### src/rtl/fetch_unit_if.sv
// rtl/fetch_unit_if.sv - instruction memory request/response bus of the fetch stage
interface fetch_unit_if;
    logic        imem_req;
    logic [31:0] imem_addr;
    logic        imem_ready;
    logic        imem_rvalid;
    logic [31:0] imem_rdata;

    modport master (
        output imem_req,
        output imem_addr,
        input  imem_ready,
        input  imem_rvalid,
        input  imem_rdata
    );

    modport slave (
        input  imem_req,
        input  imem_addr,
        output imem_ready,
        output imem_rvalid,
        output imem_rdata
    );
endinterface

### src/rtl/fetch_unit.sv
// rtl/fetch_unit.sv - RV32 fetch stage: single-outstanding imem fetch, instruction register, redirects
module fetch_unit #(
    parameter logic [31:0] RESET_PC = 32'h0000_0000
) (
    input  logic                clk,
    input  logic                reset,
    fetch_unit_if.master        imem,
    output logic [31:0]         instruction,
    output logic                instr_valid,
    output logic [31:0]         pc,
    output logic [31:0]         pc_plus4,
    input  logic                instr_ack,
    input  logic                redirect,
    input  logic [31:0]         redirect_pc,
    output logic                fault,
    output logic [31:0]         fault_pc,
    output logic [31:0]         fetch_count
);
    typedef enum logic [2:0] {IDLE, REQ, WAIT, HOLD, FAULT} state_t;

    localparam logic [31:0] NOP = 32'h0000_0013;

    state_t      state, state_n;
    logic [31:0] fetch_pc, fetch_pc_n;
    logic [31:0] instr_q, instr_n;
    logic [31:0] pc_q, pc_n;
    logic        kill, kill_n;
    logic [31:0] fault_pc_q, fault_pc_n;
    logic [31:0] count_q, count_n;
    logic        accept;
    logic        misaligned;

    assign accept     = (state == REQ) && imem.imem_ready;
    assign misaligned = redirect && (redirect_pc[1:0] != 2'b00);

    always_ff @(posedge clk or posedge reset) begin
        if (reset) begin
            state      <= IDLE;
            fetch_pc   <= RESET_PC;
            instr_q    <= NOP;
            pc_q       <= RESET_PC;
            kill       <= 1'b0;
            fault_pc_q <= 32'h0;
            count_q    <= 32'h0;
        end else begin
            state      <= state_n;
            fetch_pc   <= fetch_pc_n;
            instr_q    <= instr_n;
            pc_q       <= pc_n;
            kill       <= kill_n;
            fault_pc_q <= fault_pc_n;
            count_q    <= count_n;
        end
    end

    // fetch_pc advances to the next word when a response is captured, so in HOLD
    // it already names the follow-on fetch and a redirect simply overwrites it.
    always_comb begin
        state_n    = state;
        fetch_pc_n = fetch_pc;
        instr_n    = instr_q;
        pc_n       = pc_q;
        kill_n     = kill;
        fault_pc_n = fault_pc_q;
        count_n    = count_q;
        if (state != FAULT && misaligned) begin
            state_n    = FAULT;
            fault_pc_n = redirect_pc;
        end else begin
            case (state)
                IDLE: begin
                    state_n = REQ;
                    if (redirect) fetch_pc_n = redirect_pc;
                end
                REQ: begin
                    if (accept) state_n = WAIT;
                    if (redirect) begin
                        fetch_pc_n = redirect_pc;
                        if (accept) kill_n = 1'b1;
                    end
                end
                WAIT: begin
                    if (imem.imem_rvalid) begin
                        if (kill || redirect) begin
                            kill_n  = 1'b0;
                            state_n = REQ;
                            if (redirect) fetch_pc_n = redirect_pc;
                        end else begin
                            instr_n    = imem.imem_rdata;
                            pc_n       = fetch_pc;
                            fetch_pc_n = fetch_pc + 32'd4;
                            count_n    = count_q + 32'd1;
                            state_n    = HOLD;
                        end
                    end else if (redirect) begin
                        fetch_pc_n = redirect_pc;
                        kill_n     = 1'b1;
                    end
                end
                HOLD: begin
                    if (redirect) fetch_pc_n = redirect_pc;
                    if (instr_ack) state_n = REQ;
                end
                default: ;
            endcase
        end
    end

    assign imem.imem_req  = (state == REQ);
    assign imem.imem_addr = fetch_pc;
    assign instruction    = instr_q;
    assign instr_valid    = (state == HOLD);
    assign pc             = pc_q;
    assign pc_plus4       = pc_q + 32'd4;
    assign fault          = (state == FAULT);
    assign fault_pc       = fault_pc_q;
    assign fetch_count    = count_q;
endmodule

### src/flat_wrapper.sv
// flat-port wrapper written by rule: the top's interface ports become plain ports
module fetch_unit_flat 
#(
    parameter logic [31:0] RESET_PC = 32'h0000_0000
)
  (clk, reset, instruction, instr_valid, pc, pc_plus4, instr_ack, redirect, redirect_pc, fault, fault_pc, fetch_count, imem_imem_req, imem_imem_addr, imem_imem_ready, imem_imem_rvalid, imem_imem_rdata);
  fetch_unit_if imem_i ();
  input  logic clk;
  input  logic reset;
  output logic [31:0] instruction;
  output logic instr_valid;
  output logic [31:0] pc;
  output logic [31:0] pc_plus4;
  input  logic instr_ack;
  input  logic redirect;
  input  logic [31:0] redirect_pc;
  output logic fault;
  output logic [31:0] fault_pc;
  output logic [31:0] fetch_count;
  output wire logic [$bits(imem_i.imem_req)-1:0] imem_imem_req;
  output wire logic [$bits(imem_i.imem_addr)-1:0] imem_imem_addr;
  input wire logic [$bits(imem_i.imem_ready)-1:0] imem_imem_ready;
  input wire logic [$bits(imem_i.imem_rvalid)-1:0] imem_imem_rvalid;
  input wire logic [$bits(imem_i.imem_rdata)-1:0] imem_imem_rdata;
  assign imem_imem_req = imem_i.imem_req;
  assign imem_imem_addr = imem_i.imem_addr;
  assign imem_i.imem_ready = imem_imem_ready;
  assign imem_i.imem_rvalid = imem_imem_rvalid;
  assign imem_i.imem_rdata = imem_imem_rdata;
  fetch_unit #(.RESET_PC(RESET_PC)) u_core (.clk(clk), .reset(reset), .imem(imem_i), .instruction(instruction), .instr_valid(instr_valid), .pc(pc), .pc_plus4(pc_plus4), .instr_ack(instr_ack), .redirect(redirect), .redirect_pc(redirect_pc), .fault(fault), .fault_pc(fault_pc), .fetch_count(fetch_count));
endmodule
### config.mk
export PLATFORM = sky130hd
export DESIGN_NAME = fetch_unit_flat
export DESIGN_NICKNAME = d
export VERILOG_FILES = /design/src/rtl/fetch_unit_if.sv /design/src/rtl/fetch_unit.sv /design/src/flat_wrapper.sv
export SDC_FILE = /design/constraint.sdc
export NUM_CORES = 1
export LEC_CHECK = 0
export CORE_MARGIN = 2
export CORE_UTILIZATION = 40
export DETAILED_ROUTE_END_ITERATION = 10
export PLACE_DENSITY = 0.74
export SYNTH_ARGS = -nofsm -noshare
export SYNTH_HDL_FRONTEND = slang
export SYNTH_SLANG_ARGS = --single-unit
### constraint.sdc
create_clock -name clk -period 7.52 [get_ports clk]
set_input_delay 1.128 -clock clk [delete_from_list [all_inputs] [get_ports clk]]
set_output_delay 1.128 -clock clk [all_outputs]
set_load 0.03 [all_outputs]
==> qor.txt <==
status = finished clean
Worst Hold Class = flip-flop to flip-flop
Crit Path Category = flip-flop to output pin
sequential area share after synthesis = 52.40%
Psw = 0.8433 mW
io pins = 265
commonest non-fill, non-tap cell in the layout = clkdlybuf4s50_1
Worst slew margin = 30.08%
worst hold path endpoint = u_core.instruction[4]
Post-Syn Nets = 880
Root Driver = clkbuf_16
FMAX = 0.2459 GHz
drt wl/cell = 17.61 um
Hold Buf Count CTS = 0
Gate Count Post-Synth = 807
Comb pwr share = 26.5%
maximum vdd drop = 0.1916 mV
initial drt markers = 496
most frequent cells in the layout = clkdlybuf4s50_1, nand2_1, dfrtp_1
setup TNS = 0 ns
count of flip-flops with a built-in enable after synthesis = 0
Layout area overhead = 44.42%
Yosys reg bits = 164
H-tree depth = 4
Cells after DPL = 1303
grt total ovfl = 0
initial core utilization = 40.54%
Die ar. = 20730 um^2
async set-reset flop share out of synthesis = 100.0%
TritonCTS clock tree = built
CP max FO = 5
P per Cell Area = 242.6 nW/um^2
Non-Filler Instances = 1335
mapped cell area = 7839 um^2
CP Capture Type = output pin
RSZ-0062 raised after global routing = no
filler cell count = 1691
final worst-path cycle share = 54.07%
Startpoint Class = flip-flop
vias in the first global route = 6584
area of the core = 19330 um^2
Final WS setup = 3.454 ns
Reg area = 4108 um^2
die height = 144.0 um
Least-Margin Pin Slew = 1.044 ns
Hold Path Depth = 2
initial antenna violation count = 0
FF-to-FF setup slack = 4.88 ns
WL final = 23510 um
fraction of layout cells with a size suffix above 1 = 9.346%
Sequential Power Share = 39.7%
synth unique cells = 67
Switching Fraction = 30.70%
clk slew on worst S/H paths = 0.06 ns
Final GP Congestion = 0.9025
post-place setup slack = 3.582 ns
Clock Power Share = 33.8%
multi-input logic area = 3521 um^2
Final Hold Vio Count = 0
Max-cap violations = 0
post-route clock skew = 0.007877 ns
antenna fix cells = 0
clock sinks = 164
drt first pass iters = 5
Global Route Usage Sum = 22.74%
internal power = 1.903 mW
Clk Latency, worst-skew pair = 0.42 ns
Die Wd = 144.0 um
first-pass GRT wire length = 36400 um
worst flop-to-flop path endpoint = u_core.imem.imem_addr[22]
detailed placement HPWL = 16860 um
yosys warns = 0
via count = 6942
Std-Cell Rows = 51
Post-DRT Antenna Nets = 0
CP Data Required Time = 6.39 ns
final setup vio count = 0
Vias/cell = 5.200
DRC = 0
WP data arrival = 2.94 ns
critical hold path startpoint = u_core.instruction[4]
reg-to-reg startpoint = u_core.state[1]
CTS Buffer Depth = 2
Post-CTS Setup Inserts = 0
Tot Pwr = 2.747 mW
largest net degree at the start of global routing = 89
Lkg Pwr = 5.008 nW
Avg Cell Area, Syn = 9.713 um^2
r2r worst-path depth = 6
# port buffers = 264
TritonCTS Buffers = 17
Final nets = 1130
max-slew violations = 0
cts repair resizes = 0
Top FF cell, synth = dfrtp_1
minimum clock period = 4.066 ns
==> flip-flops by register name, indices dropped and copies added, names as in the netlist <==
name	flops
u_core.kill	1
u_core.imem.imem_addr	32
u_core.pc	32
u_core.instruction	32
u_core.fetch_count	32
u_core.fault_pc	32
u_core.state	3
==> power by group through the flow <==
stage | clock (mW) | sequential (mW) | combinational, mW
after CTS | 0.946 | 1.09 | 0.735
after detailed placement | 0 | 1.10 | 0.732
after floorplan | 0 | 1.31 | 0.191
final | 0.929 | 1.09 | 0.728
after global placement | 0 | 1.10 | 0.726
after global routing | 0.978 | 1.10 | 0.769
==> kinds of logic (layout without fill, tap and decap cells) <==
group,count (synthesis),after routing,synth area share [%]
buf+inv,49,312,2.809
xor+xnor,59,59,6.592
mux,33,33,4.693
compound gates,77,77,6.975
fa+ha+maj,3,3,0.4789
flops,164,164,52.40
simple gates,422,422,26.05
==> stage by stage <==
stage	util (%)	hold WS, ns	cell area, um^2
after floorplan	-	0.5186	7839
after global placement	55.27	0.4463	10690
after detailed placement	55.27	0.4588	10690
after CTS	58.55	0.4665	11320
after global routing	58.55	0.4865	11320
final	58.55	0.4622	11320
==> worst max path at each step <==
stage / from / depth (start not counted) / slack, ns / to
after global routing: u_core.pc[3] / 7 / 3.19 / pc_plus4[24]
after floorplan: reset / 1 / 1.96 / u_core.fault_pc[0]
after global placement: redirect / 7 / 3.62 / u_core.imem.imem_addr[30]
after CTS: u_core.pc[3] / 7 / 3.40 / pc_plus4[24]
after detailed placement: redirect / 7 / 3.58 / u_core.imem.imem_addr[30]
final: u_core.pc[3] / 7 / 3.45 / pc_plus4[24]
==> cells in the mapped netlist, types with 10 or more instances <==
master	instances	area share, %
inv_1	11	0.53
mux2_2	30	4.3
o21ai_0	16	1.0
nor2_1	32	1.5
nand4_1	20	1.6
and3_1	13	1.0
a21oi_1	11	0.70
nor3_1	10	0.64
nand2_1	250	12
nand3_1	34	2.2
o211ai_1	10	0.96
xor2_1	21	2.3
xnor2_1	38	4.2
buf_2	16	1.0
buf_1	12	0.57
dfrtp_1	161	51
==> layer usage <==
| metal | track usage (%) | up-vias | part of all wire (%) |
|---|---|---|---|
| met5 | 0 | - | 0 |
| met4 | 8.617 | 0 | 2.8 |
| met3 | 4.404 | 39 | 5.9 |
| met2 | 35.74 | 244 | 47 |
| met1 | 31.31 | 3386 | 44 |
| li1 | - | 3273 | - |
==> worst max-delay path, stage by stage, from the launching register on <==
cell             delay [ns]
dfrtp_1                0.41
ha_1                   0.22
and4_1                 0.28
nor4b_2                0.39
and2_1                 0.28
nand3_1                0.11
xnor2_1                0.14
clkdlybuf4s50_1        0.68
==> cell type report <==
| cell class | count | share of cell area (%) |
|---|---|---|
| sequential | 164 | 36.28 |
| multi-input combinational | 594 | 31.10 |
| timing repair buffer | 269 | 23.67 |
| clock buffer | 19 | 4.001 |
| tap | 265 | 2.929 |
| clock inverter | 13 | 1.603 |
| inverter | 11 | 0.4089 |
No activity file was read; power rests on OpenSTA's default activity.
